$ cat src/rtl/arith_pkg.sv
// Shared types and elaboration helpers for the sequential arithmetic blocks.
package arith_pkg;

    typedef enum logic [1:0] {
        IDLE = 2'd0,
        RUN  = 2'd1,
        DONE = 2'd2
    } state_e;

    // Number of digit slices needed to cover the full operand width.
    function automatic int unsigned calc_ndig(input int unsigned width, input int unsigned digit);
        return width / digit;
    endfunction

    // Counter width that can hold 0 .. ndig-1, never narrower than one bit.
    function automatic int unsigned calc_cnt_w(input int unsigned ndig);
        return (ndig <= 2) ? 1 : $clog2(ndig);
    endfunction

endpackage

$ cat src/rtl/serial_addsub_ripple_slice.sv
// DIGIT-bit combinational ripple of full-adder cells; one slice per clock.
module ripple_slice #(
    parameter int unsigned DIGIT = 1
) (
    input  logic [DIGIT-1:0] a_d,
    input  logic [DIGIT-1:0] b_d,
    input  logic             ci,
    output logic [DIGIT-1:0] s_d,
    output logic             co,
    output logic             c_msb
);

    logic [DIGIT:0] w_c;

    // Full-adder chain from bit 0 upward; w_c[i] is the carry into bit i.
    always_comb begin
        w_c    = '0;
        s_d    = '0;
        w_c[0] = ci;
        for (int i = 0; i < int'(DIGIT); i++) begin
            s_d[i]   = a_d[i] ^ b_d[i] ^ w_c[i];
            w_c[i+1] = (a_d[i] & b_d[i]) | (w_c[i] & (a_d[i] ^ b_d[i]));
        end
    end

    assign co    = w_c[DIGIT];
    assign c_msb = w_c[DIGIT-1];

endmodule

$ cat src/rtl/serial_addsub.sv
// Digit-serial adder/subtractor: FSM, operand shift registers, carry and flags.
module serial_addsub
    import arith_pkg::*;
#(
    parameter int unsigned WIDTH = 8,
    parameter int unsigned DIGIT = 1
) (
    input  logic             clk,
    input  logic             rst_n,
    input  logic             start,
    input  logic             sub,
    input  logic [WIDTH-1:0] a,
    input  logic [WIDTH-1:0] b,
    input  logic             cin,
    output logic             ready,
    output logic             busy,
    output logic             done,
    output logic [WIDTH-1:0] sum,
    output logic             cout,
    output logic             ovf
);

    localparam int unsigned NDIG  = calc_ndig(WIDTH, DIGIT);
    localparam int unsigned CNT_W = calc_cnt_w(NDIG);

    // Reject configurations the slice arithmetic cannot cover exactly.
    generate
        if (WIDTH < 2 || DIGIT == 0 || DIGIT > WIDTH || (WIDTH % DIGIT) != 0) begin : g_bad_cfg
            $error("serial_addsub: DIGIT must divide WIDTH exactly and WIDTH must be >= 2");
        end
    endgenerate

    state_e           r_state;
    state_e           w_next;
    logic             w_accept;
    logic             w_last;
    logic [CNT_W-1:0] r_cnt;
    logic [WIDTH-1:0] r_a;
    logic [WIDTH-1:0] r_b;
    logic [WIDTH-1:0] r_sum;
    logic             r_carry;
    logic             r_ovf;
    logic             r_ready;
    logic             r_busy;
    logic             r_done;
    logic [DIGIT-1:0] w_s;
    logic             w_co;
    logic             w_c_msb;
    logic [WIDTH-1:0] w_sum_shift;

    ripple_slice #(
        .DIGIT(DIGIT)
    ) u_slice (
        .a_d  (r_a[DIGIT-1:0]),
        .b_d  (r_b[DIGIT-1:0]),
        .ci   (r_carry),
        .s_d  (w_s),
        .co   (w_co),
        .c_msb(w_c_msb)
    );

    // New result digit enters at the top so the LSB digit lands at bit 0 after NDIG steps.
    assign w_sum_shift = (r_sum >> DIGIT) | (WIDTH'(w_s) << (WIDTH - DIGIT));

    // Next-state logic; start is honoured only in IDLE and DONE.
    always_comb begin
        w_next   = r_state;
        w_accept = 1'b0;
        w_last   = 1'b0;
        case (r_state)
            IDLE: begin
                if (start) begin
                    w_accept = 1'b1;
                    w_next   = RUN;
                end
            end
            RUN: begin
                if (r_cnt == CNT_W'(NDIG - 1)) begin
                    w_last = 1'b1;
                    w_next = DONE;
                end
            end
            DONE: begin
                if (start) begin
                    w_accept = 1'b1;
                    w_next   = RUN;
                end else begin
                    w_next = IDLE;
                end
            end
            default: w_next = IDLE;
        endcase
    end

    // State register with status outputs registered from the next state.
    always_ff @(posedge clk or negedge rst_n) begin
        if (!rst_n) begin
            r_state <= IDLE;
            r_ready <= 1'b1;
            r_busy  <= 1'b0;
            r_done  <= 1'b0;
        end else begin
            r_state <= w_next;
            r_ready <= (w_next == IDLE) || (w_next == DONE);
            r_busy  <= (w_next == RUN);
            r_done  <= (w_next == DONE);
        end
    end

    // Operand load on accept, then one digit per cycle through the slice.
    always_ff @(posedge clk or negedge rst_n) begin
        if (!rst_n) begin
            r_a     <= '0;
            r_b     <= '0;
            r_sum   <= '0;
            r_carry <= 1'b0;
            r_ovf   <= 1'b0;
            r_cnt   <= '0;
        end else if (w_accept) begin
            r_a     <= a;
            r_b     <= sub ? ~b : b;
            r_carry <= cin ^ sub;
            r_cnt   <= '0;
        end else if (r_state == RUN) begin
            r_a     <= r_a >> DIGIT;
            r_b     <= r_b >> DIGIT;
            r_sum   <= w_sum_shift;
            r_carry <= w_co;
            r_cnt   <= r_cnt + CNT_W'(1);
            if (w_last) begin
                r_ovf <= w_c_msb ^ w_co;
            end
        end
    end

    assign ready = r_ready;
    assign busy  = r_busy;
    assign done  = r_done;
    assign sum   = r_sum;
    assign cout  = r_carry;
    assign ovf   = r_ovf;

endmodule
$ cat config.mk
export PLATFORM = sky130hd
export DESIGN_NAME = serial_addsub
export DESIGN_NICKNAME = d
export VERILOG_FILES = /design/src/rtl/arith_pkg.sv /design/src/rtl/serial_addsub_ripple_slice.sv /design/src/rtl/serial_addsub.sv
export SDC_FILE = /design/constraint.sdc
export NUM_CORES = 1
export LEC_CHECK = 0
export ABC_AREA = 1
export CORE_ASPECT_RATIO = 0.6
export CORE_MARGIN = 4
export CORE_UTILIZATION = 40
export DETAILED_ROUTE_END_ITERATION = 8
export PLACE_DENSITY = 0.76
export SYNTH_ARGS = -nofsm -noshare
export SYNTH_HDL_FRONTEND = slang
export SYNTH_HIERARCHICAL = 1
export SYNTH_SLANG_ARGS = --single-unit
$ cat constraint.sdc
create_clock -name clk -period 1.2 [get_ports clk]
set_input_delay 0.24 -clock clk [delete_from_list [all_inputs] [get_ports clk]]
set_output_delay 0.24 -clock clk [all_outputs]
set_load 0.05 [all_outputs]
# Word-level counts from Yosys, hierarchy flattened
# Index checks and enable logic that the tools add are counted.
dict set report totals {
  reg_bits 34
  inputBits 21
  output_inout_bits 13
  elab_cells 50
}
dict set report classes {
  n_addsub 1
  n_eq_ne 5
  n_mux 17
  bitwise_logic 10
  reduce_logical 7
}
# op count
set ops {}
lappend ops {{2-to-1 mux 8 bit} 5}
lappend ops {{NOT 8 bit} 1}
lappend ops {{OR 7 x 8 -> 8 bit} 1}
lappend ops {{2-to-1 mux 1 bit} 7}
lappend ops {{2-to-1 mux 3 bit} 2}
lappend ops {{case mux 2 bit (3 select lines)} 1}
lappend ops {{== test 2 x 1 -> 1 bit (second input constant)} 2}
lappend ops {{== test 2 bit (second input constant)} 2}
lappend ops {{zero test 2 bit} 2}
lappend ops {{2-to-1 mux 2 bit} 2}
lappend ops {{XOR 1 bit} 4}
lappend ops {{adder 3 x 1 -> 3 bit (second input constant)} 1}
lappend ops {{== test 3 bit (second input constant)} 1}
lappend ops {{AND reduction 3 bit} 1}
lappend ops {{bitwise AND 1 bit} 2}
lappend ops {{AND reduction 2 bit} 1}
lappend ops {{nonzero test 2 bit} 1}
lappend ops {{OR reduction 2 bit} 1}
lappend ops {{logical OR 1 bit} 1}
lappend ops {{NOT 1 bit} 1}
lappend ops {{OR 1 bit} 1}

# Longest topological paths before layout
# Gate-level depths: netlist of run 1.
dict set report logic_depth {
  word_depth 5
  ltp_mapped 7
  ltp_nobuf 6
}

# Cells and area by module
# The synthesis of run 1 kept the hierarchy.
# module instances cells_per_inst area_each_um2 seq_area_each_um2
set by_module_without_submodules {}
lappend by_module_without_submodules {serial_addsub 1 222 1665.3 852.1}
lappend by_module_without_submodules {ripple_slice 1 2 27.5 0.0}

# Least setup slack after synthesis of run 1
# No wires, ideal clock.
dict set report synth_path {
  path_kind {register -> register}
  startpoint {register r_carry, in the netlist cout}
  endpoint {register r_ovf, in the netlist ovf}
  setup_time_ns 0.120
  arrival_ns 1.290
  required_ns 1.080
  setup_slack_ns -0.211
  stages_incl_launch_ff 5
  n_path_buf 0
  synth_period_minus_slack_ns 1.411
  path_cell_list {dfrtp_1 -> fa_1 -> xor2_1 -> nand2_1 -> nand2_1}
}
dict set report synth_between {
  elab_chain_cells 3
}
# item line
set synth_lines {}
lappend synth_lines {{from (decl)} serial_addsub.sv:41} ;# logic r_carry;
lappend synth_lines {{from (signal assigned)} serial_addsub.sv:122} ;# r_carry <= cin ^ sub;
lappend synth_lines {{from (signal assigned)} serial_addsub.sv:128} ;# r_carry <= w_co;
lappend synth_lines {{bitwise AND 1 bit} serial_addsub_ripple_slice.sv:22} ;# w_c[i+1] = (a_d[i] & b_d[i]) | (w_c[i] & (a_d[i] ^ b_d[i]));
lappend synth_lines {{OR 1 bit} serial_addsub_ripple_slice.sv:22}
lappend synth_lines {{named net w_co} serial_addsub.sv:47} ;# logic w_co;
lappend synth_lines {{XOR 1 bit} serial_addsub.sv:131} ;# r_ovf <= w_c_msb ^ w_co;
lappend synth_lines {{to (signal assigned)} serial_addsub.sv:131}
lappend synth_lines {{to (decl)} serial_addsub.sv:42} ;# logic r_ovf;
# The timed path passes the listed nets, and every way through them passes these cells.
# A chain may end at the register's enable or synchronous reset.

# Final worst setup path of run 1
dict set report layout_path {
  startpoint {register r_carry, in the netlist cout}
  endpoint {output cout}
}
# item line
set layout_rtl {}
lappend layout_rtl {{to (decl)} serial_addsub.sv:19} ;# output logic cout,
# No word-level cell between the ends.

==> qor.yml, run 1 <==
run_status:
  violations: "setup timing"
  outcome: "complete, but fails checks"
placed_design:
  io_buffers: 33
  place_area_mm2: 0.00233
  pre_cts_ws_ns: -0.192
  place.gp.congestion: 0.797
  dp_hpwl_um: 2990
floorplan:
  initial_core_util_pct: 43.7
  core_mm2: 0.00387
  pin_count: 34
  row_count: 17
  dieArea_mm2: 0.00537
  die_y_um: 58.4
  fp.dieW_um: 92.0
grt:
  grt_pass1_wl_um: 6980
  grt_pass1_vias: 1469
  grt_max_degree: 35
  grt_overflow: 0
  grt.total_usage_pct: 16.4
  antenna_found_initial: 0
setup_path:
  cp-end-kind: "primary output"
  r2r-end: "sum[7]"
  rrSetupSlack_ns: 0
  r2r-start: "cout"
  crit_type: "reg2out"
  arrival_ns: 0.98
  reg2reg_depth: 3
  cp-start-kind: "register"
  cp.required_ns: 0.96
  crit_fanout: 2
synthesis:
  yosysSeqAreaShare_pct: 50.3
  ys_ff_latch: 34
  synth_nets: 248
  synth.avg_cell_area_um2: 7.56
  yosysUniqueCellTypes: 18
  synth_cells: 224
  ys_warn_count: 6
  synth_area_mm2: 0.00169
drt:
  route.vias.total: 1534
  avgRoutedWirePerCell_um: 12.3
  drtAntennaViolNets: 0
  drt_pre_antenna_iters: 4
  drt_iter0_drc: 104
  drt_wl_total_um: 4080
  routed_via_density: 4.62
  drc: 0
final_layout:
  drive_above_1_share_pct: 19.3
  area_growth_syn_to_layout_pct: 45.7
  antenna_cells: 0
  layout_commonest_cell: "nand2_1"
  final_nets: 298
  layout_common_cells: "nand2_1, dfrtp_1, inv_1"
  stdcell_area_mm2: 0.00247
cts:
  clock_path_buffers: 2
  clock_latency_ns: 0.28
  clk_pin_slew_ns: 0.07
  cts_made_buffers: 5
  root_buffer: "clkbuf_8"
  cts_tree: "done"
  numClockSinks: 34
  cts_hold_buffers: 0
  cts_max_level: 2
sta:
  worst_pin_slew_ns: 0.225
  final.min_clock_period_ns: 1.22
  finClkSkew_ns: 0.00305
  rsz0062_at_grt: "yes"
  max_clock_freq_ghz: 0.822
  final.period_utilization_pct: 101
  setup-violations-final: 3
  holdWs_ns: 0.326
  hold_viol_final: 0
  final.setup.worst_slack_ns: -0.0168
  drv_slew: 0
  max_slew_margin_pct: 85.0
power_and_ir_drop:
  total_power_uw: 6850
  peakVddDrop_mv: 1.93
  p_leak_uw: 0.00131
  p_per_area_mw_per_mm2: 2780
run:
  drv_cap: 0
min_path:
  min_path_type: "in2async"
==> power breakdown <==
group / total, µW / internal (µW) / switching (µW) / leakage [µW]
clock network: 871 / 463 / 408 / 0.0000482
registers: 2130 / 1700 / 427 / 0.000418
logic: 3850 / 1750 / 2090 / 0.000844
==> final cells by class <==
type / count / area (µm²)
clock buffers: 7 / 86.3
flip-flops and latches: 34 / 855
clock inverters: 1 / 5.00
repair buffers: 53 / 652
inverters: 31 / 119
multi-input cells: 149 / 678
well taps: 57 / 71.3
fillers: 337 / 1410
==> critical path: stages (launching register included) <==
cell,delay [ns]
dfrtp_2,0.43
buf_6,0.13
buf_12,0.14
==> cell families (layout without fill, tap and decap cells) <==
group                    count (synthesis)  in the layout  synth area share [%]
XOR/XNOR                                 1              1                 0.517
buffers and inverters                   41             92                  10.5
flip-flops                              34             34                  50.3
AND/OR/NAND/NOR                        133            133                  32.4
AO/OA/AOI/OAI                           12             12                  3.55
adder cells (fa/ha/maj)                  3              3                  2.66
==> flip-flops by register name (all words and copies together) (netlist names) <==
signal   count
busy         1
cout         1
done         1
ovf          1
r_a          8
r_b          8
r_cnt        3
r_state      2
ready        1
sum          8
==> Yosys cell counts (all sizes together) <==
cell | number | area share [%]
xor2 | 1 | 0.52
ha | 2 | 1.5
fa | 1 | 1.2
nand3 | 28 | 8.3
a21oi | 1 | 0.30
buf | 6 | 2.6
o21ai | 11 | 3.3
nand2 | 98 | 23
dfrtp | 33 | 49
nor2 | 7 | 1.6
inv | 31 | 7.0
clkbuf | 4 | 0.89
dfstp | 1 | 1.6
==> stage by stage <==
stage	instances	TNS [ns]	util (%)
after floorplan	224	-0.143	-
after global placement	321	-2.97	60.3
after detailed placement	321	-3.79	60.3
after CTS	331	-0.0419	63.2
after global routing	332	-0.200	63.7
final	332	-0.0216	63.7
==> how the worst max path moves through the flow <==
stage | from | to | slack [ns] | cells after the start
floorplan | cout | ovf | -0.06 | 4
global placement | start | cout | -0.16 | 7
detailed placement | start | r_b[2] | -0.19 | 7
CTS | cout | cout | -0.02 | 2
global route | cout | sum[7] | -0.07 | 3
finish | cout | cout | -0.02 | 2
==> per-layer routing <==
layer / global-route usage (%) / vias to the layer above / share of wire [%] / wire [µm]
met5: 0 / - / 0 / 0
met4: 3.81 / 0 / 0.15 / 6
met3: 4.73 / 2 / 4.7 / 191
met2: 25.2 / 29 / 47 / 1930
met1: 23.2 / 724 / 48 / 1950
li1: - / 779 / - / -
==> timing repair <==
item | in CTS | in global routing
gates resized for setup | 2 | 6
setup buffers | 2 | 1
hold endpoints to repair | 0 | 0
pin swaps | 0 | 3
endpoints found under the setup margin | 5 | 21
gates cloned | 0 | 0
Power figures use the tool's default switching activity.
==> run 2: changes to the inputs <==
Settings changed: CORE_UTILIZATION 40 to 46, PLACE_DENSITY 0.76 to 0.84.
==> run 2 against run 1 <==
Compared with the run above: the flow still finishes with violations (setup timing); fmax decreased by 0.49%; sequential cell count unchanged; critical path depth unchanged; critical endpoint unchanged; clock skew about the same; cell area decreased by 2.9%; critical path type unchanged; combinational power decreased by 5%.
==> qor.yml, run 2 (synthesis gave the netlist of run 1 again) <==
setup_path:
  slowest_stage: "dfrtp_2"
  cp.required_ns: 0.96  # about the same
  max_stage_delay_ns: 0.43  # about the same
  crit_fanout: 2  # unchanged
  arrival_ns: 0.98  # about the same
  reg2reg_depth: 4  # +1
  crit_chain: "buf_6, buf_12"
  r2r-end: "ovf"
  cp-start-kind: "register"
  crit_type: "reg2out"
  r2r-start: "r_a[0]"
  rrSetupSlack_ns: 0.01  # about the same
  cp-end-kind: "primary output"
placed_design:
  dp_hpwl_um: 2730  # -8.8%
  io_buffers: 33  # unchanged
  place.gp.congestion: 0.843  # +5.8%
final_layout:
  fillCellCount: 267  # -21%
  seqCellArea_um2: 853  # -0.15%
  antenna_cells: 0  # unchanged
  multiInputGateArea_um2: 668  # -1.5%
  layout_commonest_cell: "nand2_1"
  layout_common_cells: "nand2_1, dfrtp_1, inv_1, nand3_1, clkdlybuf4s50_1"
  final_util_pct: 70.7  # +7.0 points
  area_growth_syn_to_layout_pct: 41.4
  drive_above_1_share_pct: 16.5  # -2.8 points
  final_nets: 296  # -0.67%
floorplan:
  fp.dieW_um: 86.3  # -6.2%
  core_mm2: 0.00338  # -13%
  pin_count: 34  # unchanged
  row_count: 16  # -1
  die_y_um: 55.0  # -5.8%
  initial_core_util_pct: 50.0  # +6.3 points
  dieArea_mm2: 0.00475  # -12%
cts:
  clock_latency_ns: 0.29  # about the same
  cts_tree: "done"
  clk_pin_slew_ns: 0.06  # about the same
  root_buffer: "clkbuf_8"
  clock_path_buffers: 2  # unchanged
  cts_max_level: 2  # unchanged
  cts_made_buffers: 5  # unchanged
  numClockSinks: 34  # unchanged
grt:
  antenna_found_initial: 0  # unchanged
  grt.total_usage_pct: 17.9  # +1.5 points
  grt_max_degree: 35  # unchanged
  grt_overflow: 0  # unchanged
  grt_pass1_vias: 1459  # -0.68%
  grt_pass1_wl_um: 6420  # -8.1%
power_and_ir_drop:
  switching_share_pct: 43.1  # +0.38 points
  p_int_uw: 3750  # -4.4%
  switchingPower_uw: 2840  # -2.9%
  p_leak_uw: 0.00129  # -1.8%
  peakVddDrop_mv: 2.16  # +12%
  total_power_uw: 6590  # -3.7%
  clkPwrFrac_pct: 12.2  # -0.5 points
  p_per_area_mw_per_mm2: 2750  # -0.80%
  combPwrFrac_pct: 55.7  # -0.5 points
  pwr-share-seq_pct: 32.1  # +1.0 points
sta:
  hold_viol_final: 0  # unchanged
  drv_slew: 0  # unchanged
  final.min_clock_period_ns: 1.22  # +0.00605 ns
  worst_pin_slew_ns: 0.244  # +0.0192 ns
  max_clock_freq_ghz: 0.818  # -0.49%
  rsz0062_at_grt: "yes"
  finClkSkew_ns: 0.00334  # +0.000293 ns
  setup-violations-final: 1  # -2
  max_slew_margin_pct: 83.7  # -1.3 points
  final.setup.worst_slack_ns: -0.0229  # -0.00605 ns
  final.period_utilization_pct: 102  # +0.50 points
drt:
  drt_pre_antenna_iters: 4  # unchanged
  drt_wl_total_um: 3810  # -6.6%
  drtAntennaViolNets: 0  # unchanged
  avgRoutedWirePerCell_um: 12.0  # -2.4%
  route.vias.total: 1519  # -0.98%
  drc: 0  # unchanged
  drt_iter0_drc: 58  # -44%
  routed_via_density: 4.78  # +3.4%
min_path:
  min_path_type: "in2async"
run:
  drv_cap: 0  # unchanged
run_status:
  outcome: "complete, but fails checks"
  violations: "setup timing"
[run 2: changes by cell type in the layout (fill, tap and decap cells not counted), sizes merged]
| cell | previous run | this run |
|---|---|---|
| clkinv | 1 | 0 |
| dlymetal6s2s | 0 | 1 |
| clkdlybuf4s50 | 20 | 19 |
| clkbuf | 7 | 8 |
| buf | 33 | 31 |
[run 2: cell type report]
type / count / area share (%)
timing repair buffer: 51 / 25.7
inverter: 31 / 5.07
clock buffer: 8 / 3.35
multi-input combinational: 149 / 27.9
tap: 45 / 2.35
sequential: 34 / 35.7
[run 2: stage by stage]
stage	setup TNS, ns	hold slack (ns)	area (µm²)	cells	setup WS (ns)
CTS	-0.0230	0.348	2380	317	-0.0230
global route	-0.149	0.351	2390	318	-0.0494
global placement	-3.28	0.457	2290	308	-0.213
finish	-0.0229	0.330	2390	318	-0.0229
floorplan	-0.143	-0.0556	1700	224	-0.0583
detailed placement	-4.21	0.466	2290	308	-0.272
[run 2: critical path, delay by kind of cell (launching register included)]
| kind | cells | cell delay (ns) |
|---|---|---|
| flops | 1 | 0.43 |
| buf+inv | 2 | 0.27 |
[run 2: what timing repair did]
action	CTS	global route
hold buffers	0	0
setup buffers	1	1
gates resized for setup	3	4
endpoints found under the hold margin	0	0
setup endpoints to repair	2	17
pin swaps	0	0
[run 2: worst max-delay path by stage]
stage,slack [ns],startpoint,to
2_1_floorplan,-0.06,cout,ovf
3_3_place_gp,-0.21,start,r_b[5]
3_5_place_dp,-0.27,start,r_b[0]
4_1_cts,-0.02,cout,cout
5_1_grt,-0.05,cout,cout
6_report,-0.02,cout,cout
[run 2: power groups by stage]
stage / clock network (µW) / registers, µW / logic, µW
2_1_floorplan: 0 / 2620 / 1510
3_3_place_gp: 0 / 2110 / 3460
3_5_place_dp: 0 / 2120 / 3570
4_1_cts: 806 / 2110 / 3650
5_1_grt: 859 / 2180 / 3990
6_report: 801 / 2120 / 3670
[run 2: per-layer routing]
metal | GRT usage [%] | wire length [µm] | vias up
li1 | - | - | 781
met1 | 23.3 | 1910 | 695
met2 | 29.3 | 1650 | 37
met3 | 4.88 | 221 | 6
met4 | 6.74 | 33 | 0
met5 | 0 | 0 | -
==> run 3: changes to the inputs <==
--- a/config.mk
+++ b/config.mk
@@ -8,5 +8,5 @@
 export ABC_AREA = 1
 export CORE_ASPECT_RATIO = 0.6
-export CORE_MARGIN = 4
+export CORE_MARGIN = 2
 export CORE_UTILIZATION = 46
 export DETAILED_ROUTE_END_ITERATION = 8
==> constraint.sdc (replaced) <==
create_clock -name clk -period 1.2 [get_ports clk]
set_input_delay 0.24 -clock clk [delete_from_list [all_inputs] [get_ports clk]]
set_output_delay 0.24 -clock clk [all_outputs]
set_load 0.005 [all_outputs]
==> run 3 against run 2 <==
Compared with the run above: the run still ends with setup timing left; sequential power is 6% lower; count of clock-buffer cells in the layout is 2 lower; sequential cell count stayed put; global-route usage is 1.0 points higher; sequential share of layout area is 0.29 points higher; non-clock buffer count is 7 higher; cell count is 2.8% higher; utilization is 4.8 points lower; clock power is 11% higher; combinational power is 25% lower; critical path type is now reg2reg; largest cell class unchanged; largest power group unchanged.
==> qor.yml, run 3 (synthesis gave the netlist of run 1 again) <==
setup_path:
  crit_chain: "buf_6, fa_2, xor2_2, nand2_1, nand2_1"
  max_stage_delay_ns: 0.38  # -0.05 ns
  slowest_stage: "dfrtp_1"
  crit_fanout: 2  # unchanged
  cp-end-kind: "register"
  arrival_ns: 1.43  # +0.45 ns
  cp.required_ns: 1.38  # +0.42 ns
  cpMostUsedCell: "nand2_1"
  crit_type: "reg2reg"
  cp-start-kind: "register"
run_status:
  violations: "setup timing"
  outcome: "complete, but fails checks"
final_layout:
  drive_above_1_share_pct: 16.4  # -0.055 points
  layout_commonest_cell: "nand2_1"
  antenna_cells: 0  # unchanged
  final_nets: 303  # +2.4%
  layout_common_cells: "nand2_1, dfrtp_1, inv_1"
  area_growth_syn_to_layout_pct: 40.1
  final_util_pct: 66.0  # -4.8 points
drt:
  drt_wl_total_um: 3540  # -7.1%
  drtAntennaViolNets: 0  # unchanged
  drc: 0  # unchanged
  routed_via_density: 4.69  # -1.9%
  drt_iter0_drc: 98  # +69%
  drt_pre_antenna_iters: 4  # unchanged
  route.vias.total: 1533  # +0.92%
  avgRoutedWirePerCell_um: 10.8  # -9.7%
floorplan:
  dieArea_mm2: 0.00420  # -12%
  pin_count: 34  # unchanged
  row_count: 17  # +1
  core_mm2: 0.00359  # +6.3%
  initial_core_util_pct: 47.1  # -2.9 points
  die_y_um: 51.0  # -7.3%
  fp.dieW_um: 82.3  # -4.6%
power_and_ir_drop:
  total_power_uw: 5620  # -15%
  peakVddDrop_mv: 1.14  # -47%
  p_per_area_mw_per_mm2: 2370  # -14%
  p_leak_uw: 0.00130  # +0.68%
placed_design:
  io_buffers: 33  # unchanged
  dp_hpwl_um: 2490  # -8.7%
  place.gp.congestion: 0.773  # -8.3%
  pre_cts_ws_ns: -0.222  # +0.0496 ns
min_path:
  min_path_type: "in2async"
cts:
  cts_hold_buffers: 0  # unchanged
  cts_tree: "done"
  numClockSinks: 34  # unchanged
  cts_max_level: 2  # unchanged
  clock_path_buffers: 2  # unchanged
  clock_latency_ns: 0.29  # about the same
  clk_pin_slew_ns: 0.07  # about the same
  root_buffer: "clkbuf_8"
  cts_made_buffers: 5  # unchanged
grt:
  antenna_found_initial: 0  # unchanged
  grt_max_degree: 35  # unchanged
  grt_pass1_vias: 1449  # -0.69%
  grt.total_usage_pct: 18.9  # +1.0 points
  grt_pass1_wl_um: 5980  # -6.9%
  grt_overflow: 0  # unchanged
sta:
  worst_pin_slew_ns: 0.257  # +0.0130 ns
  final.min_clock_period_ns: 1.24  # +0.0216 ns
  drv_slew: 0  # unchanged
  setup-violations-final: 2  # +1
  final.setup.worst_slack_ns: -0.0445  # -0.0216 ns
  rsz0062_at_grt: "yes"
  max_clock_freq_ghz: 0.804  # -1.7%
  final.period_utilization_pct: 104  # +1.8 points
  hold_viol_final: 0  # unchanged
  finClkSkew_ns: 0.00754  # +0.00420 ns
  max_slew_margin_pct: 82.8  # -0.89 points
run:
  drv_cap: 0  # unchanged
[run 3: changes by cell type in the layout (fill, tap and decap cells not counted), moves of 2 or more]
cell             delta
buf_4               +4
nand3_1             -3
nand3_2             +3
clkdlybuf4s15_1     +2
buf_6               +2
dlygate4sd2_1      +10
buf_12             -12
inv_4               -2
clkbuf_1            -3
[run 3: area by class of cell]
class	instances	area, µm²
clock buffer	6	82.6
clock inverter	2	12.5
fill	299	1220
inverter	31	121
multi-input combinational	149	707
sequential	34	852
tap	47	58.8
timing repair buffer	58	537
[run 3: stage by stage]
| step | area [µm²] | hold slack (ns) | setup TNS (ns) | cells |
|---|---|---|---|---|
| global placement | 2160 | 0.459 | -3.24 | 309 |
| detailed placement | 2160 | 0.466 | -4.67 | 309 |
| finish | 2370 | 0.318 | -0.0528 | 327 |
| floorplan | 1690 | -0.0556 | 0 | 224 |
| CTS | 2310 | 0.329 | -0.153 | 324 |
| global route | 2370 | 0.340 | -0.421 | 327 |
[run 3: worst paths after layout]
kind	startpoint	endpoint	slack, ns	depth (start not counted)
setup / recovery	cout	ovf	-0.04	5
hold / removal	rst_n	r_b[4]	0.32	2
setup reg to reg	cout	ovf	-0.04	5
hold reg to reg	r_cnt[0]	r_cnt[0]	0.48	1
max in group asynchronous	rst_n	ready	0.64	2
min in group clk	r_cnt[0]	r_cnt[0]	0.48	1
[run 3: per-layer routing]
metal,global-route usage [%],up-vias,share of wire [%]
met4,7.50,0,1.5
met3,4.95,10,4.8
met2,30.0,34,45
met1,24.8,700,49
li1,-,789,-
met5,0,-,0
[run 3: critical path, delay by kind of cell (launching register included)]
kind,cells,cell delay [ns]
DFF,1,0.38
buffers and inverters,1,0.12
and+or+nand+nor,2,0.10
adders and majority gates,1,0.37
xor gates and xnor gates,1,0.16
[run 3: what timing repair did]
| action | in CTS | in global routing |
|---|---|---|
| setup buffers | 7 | 3 |
| endpoints found under the setup margin | 24 | 32 |
| gates cloned | 0 | 0 |
| pin swaps | 3 | 3 |
| resized for setup | 20 | 12 |
[run 3: power breakdown]
group | internal [µW] | total [µW] | switching [µW] | leakage [µW]
Clock | 461 | 886 | 425 | 0.0000472
Sequential | 1690 | 1990 | 295 | 0.000420
Combinational | 1300 | 2750 | 1450 | 0.000828
